$ cat config.mk
export PLATFORM = sky130hd
export DESIGN_NAME = fwd_hazard_ctrl
export DESIGN_NICKNAME = d
export VERILOG_FILES = /design/src/rtl/pipe_pkg.sv /design/src/rtl/fwd_sel_cmp.sv /design/src/rtl/fwd_hazard_ctrl.sv
export SDC_FILE = /design/constraint.sdc
export NUM_CORES = 1
export LEC_CHECK = 0
export CAP_MARGIN = 40
export CORE_MARGIN = 5
export CORE_UTILIZATION = 40
export CTS_BUF_LIST = sky130_fd_sc_hd__clkbuf_16
export DETAILED_ROUTE_END_ITERATION = 10
export PLACE_DENSITY_LB_ADDON = 0.2
export SYNTH_ARGS = -nofsm -noshare
export SYNTH_HDL_FRONTEND = slang
export SYNTH_HIERARCHICAL = 1
export SYNTH_SLANG_ARGS = --single-unit
$ cat constraint.sdc
create_clock -name clk -period 3.5 [get_ports clk]
set_input_delay 0.35 -clock clk [delete_from_list [all_inputs] [get_ports clk]]
set_output_delay 0.35 -clock clk [all_outputs]
set_load 0.005 [all_outputs]
$ cat src/rtl/pipe_pkg.sv
// Shared pipeline definitions: register address width, operand-select encodings,
// shadow-stage record types and the destination-match helper.
package pipe_pkg;

   localparam int REG_AW = 5;
   localparam int NREGS  = 32;

   typedef logic [REG_AW-1:0] reg_addr_t;
   typedef logic [1:0]        fwd_sel_t;

   localparam fwd_sel_t FWD_RF  = 2'd0;
   localparam fwd_sel_t FWD_WB  = 2'd1;
   localparam fwd_sel_t FWD_MEM = 2'd2;

   typedef struct packed {
      reg_addr_t rs;
      reg_addr_t rt;
      reg_addr_t rd;
      logic      regwrite;
      logic      memread;
   } ex_stage_t;

   typedef struct packed {
      reg_addr_t rd;
      logic      regwrite;
   } wr_stage_t;

   localparam ex_stage_t EX_BUBBLE = '0;
   localparam wr_stage_t WR_EMPTY  = '0;

   // Register 0 is hard-wired zero, so a zero destination never matches.
   function automatic logic dest_hits(input reg_addr_t dest, input logic we,
                                      input reg_addr_t src);
      return we && (dest != '0) && (dest == src);
   endfunction

endpackage

$ cat src/rtl/fwd_sel_cmp.sv
// Priority compare of one EX source register against the MEM and WB destinations.
// The younger MEM result wins over WB when both write the same register.
module fwd_sel_cmp
   import pipe_pkg::*;
(
   input  logic [REG_AW-1:0] src,
   input  logic [REG_AW-1:0] mem_rd,
   input  logic              mem_regwrite,
   input  logic [REG_AW-1:0] wb_rd,
   input  logic              wb_regwrite,
   output logic [1:0]        sel
);

   always_comb begin
      sel = FWD_RF;
      if (dest_hits(mem_rd, mem_regwrite, src)) begin
         sel = FWD_MEM;
      end else if (dest_hits(wb_rd, wb_regwrite, src)) begin
         sel = FWD_WB;
      end
   end

endmodule

$ cat src/rtl/fwd_hazard_ctrl.sv
// Forwarding and load-use hazard control with an EX/MEM/WB shadow pipeline.
// Define HAZ_PERF_CNT_EN to add the saturating stall_cnt counter and its cnt_clr input.
module fwd_hazard_ctrl
   import pipe_pkg::*;
(
   input  logic              clk,
   input  logic              rst,
   input  logic [REG_AW-1:0] id_rs,
   input  logic [REG_AW-1:0] id_rt,
   input  logic [REG_AW-1:0] id_rd,
   input  logic              id_regwrite,
   input  logic              id_memread,
   input  logic              flush,
`ifdef HAZ_PERF_CNT_EN
   input  logic              cnt_clr,
   output logic [31:0]       stall_cnt,
`endif
   output logic [1:0]        fwd_a_sel,
   output logic [1:0]        fwd_b_sel,
   output logic              stall,
   output logic [REG_AW-1:0] ex_rd_o
);

   ex_stage_t ex_reg;
   ex_stage_t ex_next;
   wr_stage_t mem_reg;
   wr_stage_t wb_reg;

   // A load in EX whose result the ID instruction needs cannot be forwarded in time.
   always_comb begin
      stall = ex_reg.memread
              && (ex_reg.rd != '0)
              && ((ex_reg.rd == id_rs) || (ex_reg.rd == id_rt));
   end

   always_comb begin
      ex_next = EX_BUBBLE;
      if (!(stall || flush)) begin
         ex_next.rs       = id_rs;
         ex_next.rt       = id_rt;
         ex_next.rd       = id_rd;
         ex_next.regwrite = id_regwrite;
         ex_next.memread  = id_memread;
      end
   end

   always_ff @(posedge clk or posedge rst) begin
      if (rst) begin
         ex_reg  <= EX_BUBBLE;
         mem_reg <= WR_EMPTY;
         wb_reg  <= WR_EMPTY;
      end else begin
         ex_reg           <= ex_next;
         mem_reg.rd       <= ex_reg.rd;
         mem_reg.regwrite <= ex_reg.regwrite;
         wb_reg           <= mem_reg;
      end
   end

   reg_addr_t src [2];
   fwd_sel_t  sel [2];

   assign src[0] = ex_reg.rs;
   assign src[1] = ex_reg.rt;

   genvar gi;
   generate
      for (gi = 0; gi < 2; gi++) begin : g_opnd
         fwd_sel_cmp u_cmp (
            .src          (src[gi]),
            .mem_rd       (mem_reg.rd),
            .mem_regwrite (mem_reg.regwrite),
            .wb_rd        (wb_reg.rd),
            .wb_regwrite  (wb_reg.regwrite),
            .sel          (sel[gi])
         );
      end
   endgenerate

   assign fwd_a_sel = sel[0];
   assign fwd_b_sel = sel[1];
   assign ex_rd_o   = ex_reg.rd;

`ifdef HAZ_PERF_CNT_EN
   logic [31:0] cnt_reg;

   // Clear wins over a coincident stall; the count sticks at all-ones.
   always_ff @(posedge clk or posedge rst) begin
      if (rst) begin
         cnt_reg <= '0;
      end else if (cnt_clr) begin
         cnt_reg <= '0;
      end else if (stall && (cnt_reg != 32'hFFFF_FFFF)) begin
         cnt_reg <= cnt_reg + 32'd1;
      end
   end

   assign stall_cnt = cnt_reg;
`endif

endmodule

==> metrics.cfg, run 1 <==
[run_status]
run_status=complete, no violations

[routing]
dr.pass1.iters=4
drt_iter0_markers=26
wl_per_cell_um=14.7
remaining_drc_errors=0
drtAntennaViolNets=0
dr_total_vias=1027
via_per_inst=4.89
wl_um=3090

[synthesis]
synth.distinct_cells=24
synth-compound-area-share=0.142
synth_sequential_area_ratio=0.491
synthCells=131
synth_seq_cells=29
postSynthNetCount=151
synth_xor_area_frac=0.154
synthesis.area_mm2=0.00148
avgSynthCellArea_um2=11.3
synth_area_leaders=dfrtp_1 (49%), xnor2_1 (12%), nand2b_1 (7.2%), a21oi_2 (5.9%), xor2_1 (3.6%)
synth_top_family_by_area=simple AND/OR/NAND/NOR gates
synth_warnings=6
yosysTopAreaCell=dfrtp_1
yosys.area.top_type_share=0.491
yosys.area_share.adder=0
synthMuxAreaShare=0
yosys.area_share.simple=0.158

[sta]
skew_ns=0.00230
maxSlewHeadroom=0.675
max_freq_mhz=412
fin_crit_sh=0.694
fin_crit_ns=2.43
setup_violations=0
fin_setup_tns_ns=0
slew_viol_final=0
hold_violations=0
grt_setup_unrepaired=no
worstMarginPinSlew_ns=0.487

[hold_path]
min-delay-start=ex_reg[1]
min_path_type=flop to flop
min_to=mem_reg[0]
holdPathStages=0

[clock_tree]
cts-root-buf=clkbuf_16
cts.sinks=29
clk_latency_ns=0.27
cts_setup_buffers=0
cts-hold-fix-buffers=0
post_cts_resized=0
cts-htree-levels=2
tritoncts=built
cts_buffer_depth=2
numCtsBuffers=5
clkSlewWorstSetupHoldPaths_ns=0.05

[die]
die_y_um=70.8
core_area_mm2=0.00363
die_w_um=70.8
start_util=0.407
pin_count=30
die-area_mm2=0.00501
rows=22

[global_route]
grt_pass1_vias=1112
grt_remaining_overflow=0
grt_pass1_wl_um=5330
globalRouteTotalUtil=0.140
grt_max_degree=20
antenna_found_initial=0

[power]
power_density_mw_per_mm2=461
p_switching_uw=213
power_frac_clock=0.438
p_seq_frac=0.425
p_int_uw=678
power_uw=891
switching_share=0.239
combPwrFrac=0.136
p_leak_uw=0.000784
ir_drop_mv=0.246

[worst_setup_path]
critical_path_arrival_ns=2.08
r2r_cells=4
critPathRequiredTime_ns=3.15
regToRegSetupSlack_ns=1.87
critPathMaxFanout=5
reg2reg_from=ex_rd_o[4]
setup.worst_path.end_class=output pin
start_kind=flop
r2r-end=ex_rd_o[1]
critPathKind=flop to output pin

[finish]
final_core_util=0.532
largest_register_ff_count=12
syn2layout_area_growth_pct=30.6
layout-drive-gt1-share=0.167
fill_cells=339
n_antenna_cell=0
fin_nets=181

[placed_design]
gp_congestion=0.873
portBuffers=29
dp.final_hpwl_um=2370

[run]
cap_violations=0

## per-layer routing
layer,part of all wire,wire length [um],GRT usage
met1,0.40,1240,0.155
met2,0.53,1640,0.233
met3,0.052,161,0.0497
met4,0.017,53,0.0752
met5,0,0,0
## cells in the final DEF (no fill, tap or decap), types with 2 or more instances in the layout
cell type / netlist / routed
nor3_1: 4 / 4
a21oi_1: 9 / 9
clkinv_1: 0 / 2
buf_4: 5 / 2
nor3_2: 2 / 2
xor2_1: 6 / 6
o41ai_2: 2 / 2
nand2b_1: 17 / 17
nor2_1: 2 / 2
dfrtp_1: 29 / 29
xnor2_1: 20 / 20
nor4_1: 2 / 2
nand2_1: 6 / 6
nand3_1: 6 / 6
a21oi_2: 10 / 10
a211oi_2: 2 / 2
clkbuf_16: 0 / 5
clkdlybuf4s50_1: 0 / 29
## cells in the mapped netlist
master / number
a211oi_2: 2
inv_1: 1
nor4_1: 2
clkbuf_1: 1
nand2_1: 6
o41ai_2: 2
xnor2_1: 20
o21a_1: 1
xor2_1: 6
nor3_2: 2
dfrtp_1: 29
a21oi_2: 10
a21oi_1: 9
or4_1: 1
buf_2: 1
buf_6: 1
o22ai_2: 1
and2_2: 1
nor2_1: 2
nor3_1: 4
nand3_1: 6
nand2b_1: 17
buf_12: 1
buf_4: 5
## metrics by stage
step	instances	hold slack, ns	instance area [um^2]	setup WS, ns
after floorplan	131	0.331	1480	1.74
after global placement	201	0.333	1770	1.20
after detailed placement	202	0.340	1790	1.18
after CTS	210	0.350	1930	1.04
after global routing	210	0.365	1930	1.01
final	210	0.347	1930	1.07
## power by group through the flow
| stage | logic, uW | registers, uW | clock network, uW |
|---|---|---|---|
| floorplan | 82.0 | 377 | 0 |
| global placement | 118 | 384 | 0 |
| detailed placement | 123 | 385 | 0 |
| CTS | 124 | 379 | 400 |
| global route | 134 | 382 | 414 |
| finish | 122 | 379 | 391 |
## cell type report
cell class	instances	area [um^2]	area share
Multi-Input combinational cell	92	672	0.348
Clock buffer	5	125	0.0648
Clock inverter	3	12.5	0.00648
Tap cell	48	60.1	0.0311
Sequential cell	29	726	0.376
Inverter	1	3.75	0.00194
Timing Repair Buffer	32	333	0.172
## cells by family after synthesis
kind of cell    Yosys count
simple gates             41
flops                    29
xor+xnor                 26
compound gates           25
buf+inv                  10
## worst max-delay path, cell delays in order, from the launching register on
cell,delay (ns)
dfrtp_1,0.45
or4_1,0.54
o21a_1,0.19
and2_2,0.18
clkdlybuf4s50_1,0.44
## worst max-delay path by stage
stage / from / to / slack (ns)
floorplan: ex_rd_o[1] / stall / 1.74
global placement: id_rt[3] / stall / 1.20
detailed placement: id_rt[4] / stall / 1.18
CTS: ex_rd_o[4] / stall / 1.04
global route: ex_rd_o[4] / stall / 1.01
finish: ex_rd_o[4] / stall / 1.07
No activity file was read; power rests on OpenSTA's default activity.
==> inputs of run 2 (changes only) <==
Clock period 3.5 ns to 2.4 ns, I/O delays scaled along.
==> run 2 against run 1 <==
Effect of this change:
- utilization decreased by 0.65 points
- worst setup slack got worse by 0.96 ns
- combinational power grew 42%
- count of clock-buffer cells in the layout unchanged
- register-to-register slack got worse by 1.1 ns
- global-route usage is 0.23 points lower
- first-iteration DRC count down 3.8%
- power increased by 43%
- critical endpoint unchanged
- largest cell class unchanged
==> metrics.cfg, run 2 (same netlist as run 1, synthesis figures left out) <==
[run_status]
run_status=complete, no violations

[worst_setup_path]
cp_slowest_cell=or4_1
start_kind=flop
regToRegSetupSlack_ns=0.79  ; -1.08 ns
max_stage_delay_ns=0.53  ; about the same
crit_chain=or4_1, o21a_1, and2_2, clkdlybuf4s50_1
setup.worst_path.end_class=output pin
r2r_cells=4  ; unchanged
r2r-end=ex_reg[16]
critical_path_arrival_ns=2.05  ; -0.03 ns
critPathKind=flop to output pin
critPathMaxFanout=5  ; unchanged
reg2reg_from=ex_rd_o[1]
critPathRequiredTime_ns=2.16  ; -0.99 ns

[global_route]
gr-usage-met1=0.169  ; +0.0137
grt_remaining_overflow=0  ; unchanged
grt_pass1_vias=1129  ; +1.5%
grt_pass1_wl_um=5360  ; +0.53%
met2_usage=0.223  ; -0.00927
top_usage_layer=met2
antenna_found_initial=0  ; unchanged
globalRouteTotalUtil=0.137  ; -0.00229
grt_max_degree=30  ; +50%
met3_usage=0.0426  ; -0.00710

[finish]
final_common_cell=clkdlybuf4s50_1
fin_nets=181  ; unchanged
largest_register_ff_count=12  ; unchanged
syn2layout_area_growth_pct=29.0
n_antenna_cell=0  ; unchanged
fill_cells=333  ; -1.8%
layout-drive-gt1-share=0.168  ; +0.00104
seqCellArea_um2=727  ; +0.17%
multi_input_area_um2=672  ; unchanged
final_cell_mix=clkdlybuf4s50_1 (29), dfrtp_1 (28), xnor2_1 (20)

[sta]
worstMarginPinSlew_ns=0.426  ; -0.0610 ns
fin_crit_ns=2.29
fin_crit_sh=0.953
setup_violations=0  ; unchanged
maxSlewHeadroom=0.715  ; +0.0401
grt_setup_unrepaired=no
max_freq_mhz=437
skew_ns=0.00368  ; +0.00139 ns
hold_violations=0  ; unchanged
fin_setup_tns_ns=0  ; unchanged
slew_viol_final=0  ; unchanged

[clock_tree]
clk_latency_ns=0.26  ; about the same
cts.sinks=29  ; unchanged
numCtsBuffers=5  ; unchanged
cts_buffer_depth=2  ; unchanged
cts-hold-fix-buffers=0  ; unchanged
clkSlewWorstSetupHoldPaths_ns=0.05  ; about the same
tritoncts=built
cts-root-buf=clkbuf_16
cts-htree-levels=2  ; unchanged
cts_setup_buffers=0  ; unchanged

[placed_design]
portBuffers=29  ; unchanged
dp.final_hpwl_um=2290  ; -3.5%
gp_congestion=0.835  ; -4.3%

[power]
power_density_mw_per_mm2=666  ; +44%
power_uw=1270  ; +43%
p_leak_uw=0.000774  ; -1.2%
ir_drop_mv=0.396  ; +61%

[die]
die_y_um=70.8  ; unchanged
pin_count=30  ; unchanged
rows=22  ; unchanged
core_area_mm2=0.00363  ; unchanged
start_util=0.407  ; unchanged
die-area_mm2=0.00501  ; unchanged
die_w_um=70.8  ; unchanged

[hold_path]
min-delay-start=ex_reg[1]
min_to=mem_reg[0]
holdPathStages=0  ; unchanged
min_path_type=flop to flop

[routing]
drt_iter0_markers=25  ; -3.8%
remaining_drc_errors=0  ; unchanged
dr_total_vias=1003  ; -2.3%
wl_per_cell_um=14.3  ; -3.0%
wl_um=2990  ; -3.5%
dr.pass1.iters=4  ; unchanged
via_per_inst=4.80  ; -1.9%
drtAntennaViolNets=0  ; unchanged

[run]
cap_violations=0  ; unchanged

[run 2: cell types whose count changed in the layout (fill, tap and decap cells not counted), sizes merged]
cell,previous run,this run
clkinv,3,1
inv,1,2
[run 2: power breakdown]
part	leakage, uW	total (uW)	internal [uW]	switching [uW]
Clock	0.0000685	545	367	178
Combinational	0.000333	173	96.7	76.1
Sequential	0.000373	553	517	35.4
[run 2: worst max-delay path by stage]
stage,from,endpoint,slack (ns),cells past startpoint
finish,ex_rd_o[1],stall,0.11,4
global route,ex_rd_o[1],stall,0.02,4
CTS,ex_rd_o[1],stall,0.07,4
detailed placement,id_rt[2],stall,0.34,6
global placement,id_rt[3],stall,0.33,6
floorplan,ex_rd_o[1],stall,0.75,4
[run 2: worst max-delay path: cells and delay by family, from the launching register on]
kind                   cells  cell delay, ns
DFF                        1            0.44
buffers and inverters      1            0.45
and+or+nand+nor            2            0.71
AOI/OAI and AO/OA          1            0.19
[run 2: area by class of cell]
class / instances / share of cell area
well taps: 48 / 0.0315
clock buffers: 5 / 0.0656
repair buffers: 32 / 0.164
multi-input cells: 92 / 0.352
clock inverters: 2 / 0.00393
inverters: 1 / 0.00197
flip-flops and latches: 29 / 0.381
[run 2: metal layers]
| layer | routed length, um | part of all wire |
|---|---|---|
| met1 | 1280 | 0.43 |
| met2 | 1560 | 0.52 |
| met3 | 126 | 0.042 |
| met4 | 21 | 0.0070 |
| met5 | 0 | 0 |
[run 2: what timing repair did]
| action | in CTS | in global routing |
|---|---|---|
| hold endpoints to repair | 0 | 0 |
| gates resized for setup | 0 | 1 |
| endpoints found under the setup margin | 0 | 1 |
[run 2: per-stage QoR]
step                setup slack, ns  utilization  hold WS [ns]  instances  area (um^2)
floorplan                     0.746            -         0.318        131         1480
global placement              0.329        0.488         0.333        202         1770
detailed placement            0.342        0.488         0.336        202         1770
CTS                          0.0690        0.525         0.347        209         1910
global route                 0.0179        0.525         0.349        209         1910
finish                        0.112        0.525         0.344        209         1910
==> patch 1 (config.mk and constraints of run 2) <==
Build with the macro `HAZ_PERF_CNT_EN` defined.
--- a/src/rtl/fwd_hazard_ctrl.sv
+++ b/src/rtl/fwd_hazard_ctrl.sv
@@ -1,4 +1,6 @@
 // Forwarding and load-use hazard control with an EX/MEM/WB shadow pipeline.
 // Define HAZ_PERF_CNT_EN to add the saturating stall_cnt counter and its cnt_clr input.
+`define HAZ_PERF_CNT_EN
+
 module fwd_hazard_ctrl
    import pipe_pkg::*;
Interface: changed (added cnt_clr and stall_cnt); port bits go from 30 to 63. No check against the original RTL was run, so the function may have changed too.
==> patch 1 against run 2 <==
- via count rose to 2.6 times the old value
- final cell count up 140%
- total power up 96%
- routed wire length rose to 2.6 times the old value
- critical endpoint is now stall_cnt[23]$_DFFE_PP0P_
- final area rose by 130%
- setup slack got worse by 0.015 ns
- global-route usage rose by 2.7 points
- area after synthesis grew 120%
- sequential cell count grew 32
- sequential share of layout area down 3.6 points
- first-iteration DRC count rose to 4.2 times the old value
==> patch 1: results (changes against run 2) <==
Detailed routing
  – Overall routed net length: 7750 um (+160%)
  – Wirelength per Cell: 15.4 um (+7.8%)
  – Initial DRC count: 105 (+320%)
  – Length of the first detailed-routing pass in iterations: 4 (unchanged)
  – Vias per std cell: 5.21 (+8.5%)

Logic synthesis
  – Count of cell types in the netlist: 49 (+100%)
  – Post-synthesis net count: 336 (+120%)
  – Post-synthesis sequential area ratio: 46.5% (-2.6 points)
  – Mean instance size in the synthesized netlist: 10.5 um2 (-7.3%)
  – Leading post-synthesis cells by instance count: sky130_fd_sc_hd__dfrtp_1 (61), sky130_fd_sc_hd__nor2_1 (31), sky130_fd_sc_hd__and2_1 (18)
  – Predominant post-synthesis flop cell: sky130_fd_sc_hd__dfrtp_1
  – Leading post-synthesis cells by cell area: sky130_fd_sc_hd__dfrtp_1 (46%), sky130_fd_sc_hd__xnor2_1 (4.3%), sky130_fd_sc_hd__xor2_1 (4.3%), sky130_fd_sc_hd__mux2_2 (4.1%), sky130_fd_sc_hd__nor2_1 (3.5%)
  – Yosys warns: 6 (unchanged)

Final layout
  – Antenna cell count: 0 (unchanged)
  – Fillers: 755 (+130%)
  – Flip-flop count of the largest register, all copies and words added: 32 (+20)
  – Share of cells above drive strength 1: 20.6% (+3.8 points)
  – Number of nets in the final layout: 418 (+130%)

Placed design
  – Sum of net half-perimeters after detailed placement: 5480 um (+140%)
  – Placement-stage worst setup slack: -0.0502 ns (-0.392 ns)
  – Routability-driven placement congestion ratio: 0.798 (-4.4%)
  – PortBufs: 62 (+110%)
  – Number of placed instances, taps included: 488 (+140%)

Clocking
  – Max H-tree Level: 3 (+1)
  – CTS buffer count: 9 (+4)
  – Clock Latency Late Sink: 0.32 ns (+0.06 ns)
  – Clock input transition at the sequential cells of the worst setup and hold paths: 0.05 ns (about the same)
  – Clock tree root buffer cell: sky130_fd_sc_hd__clkbuf_16

Setup path
  – Slowest Stage Delay on Critical Path: 0.53 ns (about the same)
  – Crit path max-delay family: simple AND/OR/NAND/NOR gates
  – Max stage delay cell, worst path: sky130_fd_sc_hd__or4_1

GRT
  – Via count of the first global-routing pass: 2610 (+130%)
  – Pin count of the biggest net entering global routing: 62 (+110%)
  – First-pass GRT wire length: 13000 um (+140%)
  – Number of antenna violations at the first check in global routing: 0 (unchanged)
  – Overall routing resource usage: 16.4% (+2.7 points)

Timing
  – Tightest Pin Transition: 0.465 ns (+0.0397 ns)
  – Worst-case clock skew: 0.00408 ns (+0.000398 ns)

Power
  – Cell internal power dissipation: 1.94 mW (+98%)
  – Worst ir drop on vdd: 402 uV (+1.6%)
  – Static power due to leakage: 1.83 nW (+140%)

Worst hold path
  – Worst hold-check path type: input port to asynchronous set/reset pin

Status
  – Outcome: complete, no violations
==> patch 1: cell count changes after synthesis, sizes merged, moves of 9 or more <==
cell	before	now
nor2b	0	14
nand3	6	16
xor2	6	16
nor2	2	32
mux2	0	14
nand4	0	9
dfrtp	29	61
and2	1	18
nor3	6	17
nand2b	17	0
==> patch 1: worst min-delay path, cell delays in order <==
cell,delay [ns]
sky130_fd_sc_hd__clkdlybuf4s50_1,0.41
sky130_fd_sc_hd__inv_2,0.07
sky130_fd_sc_hd__buf_12,0.29
==> patch 1: worst paths after layout <==
check                      slack (ns)                   endpoint  depth (start not counted)                  from
max                               0.1  stall_cnt[23]$_DFFE_PP0P_                          7  ex_rd_o[4]$_DFF_PP0_
min                              0.31        wb_reg[0]$_DFF_PP0_                          3                   rst
max reg2reg                       0.1  stall_cnt[23]$_DFFE_PP0P_                          7  ex_rd_o[4]$_DFF_PP0_
min reg2reg                      0.36       mem_reg[0]$_DFF_PP0_                          0   ex_reg[1]$_DFF_PP0_
max in group asynchronous        1.82       mem_reg[1]$_DFF_PP0_                          3                   rst
min in group clk                 0.36       mem_reg[0]$_DFF_PP0_                          0   ex_reg[1]$_DFF_PP0_
==> patch 1: routing by layer <==
metal	GRT usage, %	up-vias	routed length [um]
met3	3.53	10	256
li1	-	1267	-
met4	7.46	0	149
met1	21.6	1301	3510
met5	0	-	0
met2	25.9	41	3830
==> patch 1: final cells by class <==
| type | count | share of cell area [%] |
|---|---|---|
| Multi-Input combinational cell | 230 | 37.4 |
| Sequential cell | 61 | 34.5 |
| Timing Repair Buffer | 88 | 18.6 |
| Clock buffer | 9 | 5.07 |
| Tap cell | 105 | 2.96 |
| Clock inverter | 4 | 0.957 |
| Inverter | 6 | 0.507 |
==> patch 1: cells by family after synthesis <==
| kind of cell | Yosys count | synth area share (%) |
|---|---|---|
| buffers and inverters | 23 | 3.85 |
| DFF | 61 | 46.5 |
| AOI/OAI and AO/OA | 32 | 7.46 |
| adders and majority gates | 1 | 0.381 |
| and+or+nand+nor | 150 | 28.2 |
| xor gates and xnor gates | 32 | 8.53 |
| muxes | 15 | 5.10 |
==> patch 1: through the flow <==
step	TNS (ns)	area, um2	total power [mW]
global placement	0	4130	1.31
CTS	0	4410	2.52
global route	0	4440	2.59
floorplan	0	3290	1.23
finish	0	4440	2.49
detailed placement	-0.0533	4130	1.32
==> patch 1: timing repair <==
item                                    CTS  global route
pin swaps                                 2             1
setup buffers                             2             0
resized for setup                         4             6
endpoints found under the setup margin    1             5
hold buffers                              0             0
==> patch 1: power by group through the flow <==
stage	logic (mW)	clock network (mW)	registers [mW]
detailed placement	0.205	0	1.11
finish	0.207	1.19	1.10
global route	0.231	1.26	1.10
CTS	0.209	1.21	1.10
floorplan	0.127	0	1.10
global placement	0.203	0	1.11
==> patch 2 (config.mk and constraints of run 2) <==
Made on the original files. Change the package constant `REG_AW` from 5 to 6.
--- a/src/rtl/pipe_pkg.sv
+++ b/src/rtl/pipe_pkg.sv
@@ -3,5 +3,5 @@
 package pipe_pkg;
 
-   localparam int REG_AW = 5;
+   localparam int REG_AW = 6;
    localparam int NREGS  = 32;
 
Interface: changed (resized ex_rd_o, id_rd, id_rs and id_rt); port bits go from 30 to 34. No check against the original RTL was run, so the function may have changed too.
==> patch 2 against run 2 <==
- final area up 18%
- highest routed layer unchanged
- sequential cell count is 5 higher
- register-to-register slack worse by 0.08 ns
- area after synthesis is 17% higher
- routed wire length increased by 23%
- die area increased by 14%
- total power increased by 13%
- hold slack gained 0.0090 ns
- clock skew fell by 0.0011 ns
- setup slack got worse by 0.030 ns
==> patch 2: results (changes against run 2) <==
Status
  – Outcome: complete, no violations

Power
  – Worst ir drop on vdd: 421 uV (+6.3%)
  – Static power due to leakage: 0.917 nW (+18%)
  – Net Switching: 0.345 mW (+19%)
  – Total power: 1.43 mW (+13%)

Clocking
  – Clock input transition at the sequential cells of the worst setup and hold paths: 0.05 ns (about the same)
  – Clock tree root buffer cell: sky130_fd_sc_hd__clkbuf_16
  – CTS buffer count: 5 (unchanged)
  – Clock Latency Late Sink: approximately 0.27 ns
  – Number of gates given a new drive strength after cts: 4 (+4)

GRT
  – Pin count of the biggest net entering global routing: 35 (+17%)
  – Via count of the first global-routing pass: 1322 (+17%)
  – Overall routing resource usage: 14.6% (+0.85 points)
  – First-pass GRT wire length: 6040 um (+13%)

Setup path
  – Worst path arrival time: 2.08 ns (+0.03 ns)
  – Slowest Stage Delay on Critical Path: 0.49 ns (-0.04 ns)

Final layout
  – Flip-flop count of the largest register, all copies and words added: 14 (+2)
  – Share of cells above drive strength 1: 19.8% (+3.0 points)
  – Number of nets in the final layout: 209 (+15%)
  – Multi-input gate area in the final layout: 813 um2 (+21%)
  – Fillers: 400 (+20%)

Logic synthesis
  – Synth Area in XOR/XNOR: 16.2% (+0.82 points)
  – Leading post-synthesis cells by cell area: sky130_fd_sc_hd__dfrtp_1 (49%), sky130_fd_sc_hd__xnor2_1 (11%), sky130_fd_sc_hd__a21oi_2 (10%), sky130_fd_sc_hd__nand2b_1 (7.2%), sky130_fd_sc_hd__xor2_1 (5.1%)
  – Post-synthesis net count: 176 (+17%)
  – Yosys warns: 6 (unchanged)
  – Count of cell types in the netlist: 23 (-4.2%)
  – Synthesized-area fraction occupied by ao, oa, aoi and oai cells: 15.1% (+0.85 points)
  – Leading post-synthesis cells by instance count: sky130_fd_sc_hd__dfrtp_1 (34), sky130_fd_sc_hd__xnor2_1 (22), sky130_fd_sc_hd__a21oi_2 (20), sky130_fd_sc_hd__nand2b_1 (20), sky130_fd_sc_hd__xor2_1 (10)
  – Post-synthesis sequential area ratio: 49.2% (+0.17 points)
  – Gate count of the mapped netlist: 153 (+17%)

Placed design
  – Sum of net half-perimeters after detailed placement: 2740 um (+20%)
  – Post-placement cell area: 0.00208 mm2 (+17%)
  – Routability-driven placement congestion ratio: 0.905 (+8.3%)
  – Placement-stage worst setup slack: 0.144 ns (-0.198 ns)
  – Number of placed instances, taps included: 231 (+14%)
  – PortBufs: 33 (+14%)

Detailed routing
  – Vias per std cell: 4.95 (+3.2%)
  – Wirelength per Cell: 15.3 um (+7.4%)
  – Initial DRC count: 62 (+150%)
  – Overall routed net length: 3670 um (+23%)

Timing
  – Relative slew slack: 65.5% (-6.0 points)
  – Worst-case clock skew: 0.00259 ns (-0.00109 ns)
==> patch 2: changes by cell type after synthesis, sizes merged, moves of 3 or more <==
cell,change
dfrtp,+5
nand2b,+3
nand3,-4
nand4,+4
nor3,-6
o21ai,+4
or4,+4
xor2,+4
==> patch 2: layout make-up <==
| type | instances | area share (%) |
|---|---|---|
| multi-input combinational | 104 | 36.2 |
| clock inverter | 3 | 0.557 |
| clock buffer | 5 | 5.57 |
| inverter | 3 | 0.502 |
| timing repair buffer | 38 | 16.3 |
| tap | 52 | 2.90 |
| sequential | 34 | 38.0 |
==> patch 2: kinds of logic after synthesis <==
| logic type | after synthesis |
|---|---|
| DFF | 34 |
| and+or+nand+nor | 40 |
| buffers and inverters | 15 |
| xor gates and xnor gates | 32 |
| AOI/OAI and AO/OA | 32 |
==> patch 2: path summary, 6_finish.rpt <==
check                                  endpoint            startpoint  slack [ns]  cells after the start
max in group asynchronous  ex_rd_o[5]$_DFF_PP0_                   rst        1.72                      3
setup reg to reg           ex_reg[19]$_DFF_PP0_  ex_rd_o[5]$_DFF_PP0_        0.71                      4
min in group asynchronous   ex_reg[1]$_DFF_PP0_                   rst        0.36                      3
hold / removal             mem_reg[0]$_DFF_PP0_   ex_reg[1]$_DFF_PP0_        0.35                      0
setup / recovery                          stall  ex_rd_o[5]$_DFF_PP0_        0.08                      4
hold reg to reg            mem_reg[0]$_DFF_PP0_   ex_reg[1]$_DFF_PP0_        0.35                      0
==> patch 2: power groups by stage <==
stage	logic, mW	clock network [mW]	registers, mW
2_1_floorplan	0.127	0	0.640
3_3_place_gp	0.196	0	0.648
3_5_place_dp	0.201	0	0.649
4_1_cts	0.205	0.607	0.640
5_1_grt	0.225	0.631	0.644
6_report	0.206	0.589	0.640
==> patch 2: layer usage <==
layer | vias to the layer above | wire [um] | GRT usage, %
met3 | 11 | 207 | 4.35
li1 | 585 | - | -
met1 | 551 | 1450 | 16.3
met2 | 37 | 1920 | 25.4
met5 | - | 0 | 0
met4 | 0 | 93 | 6.80
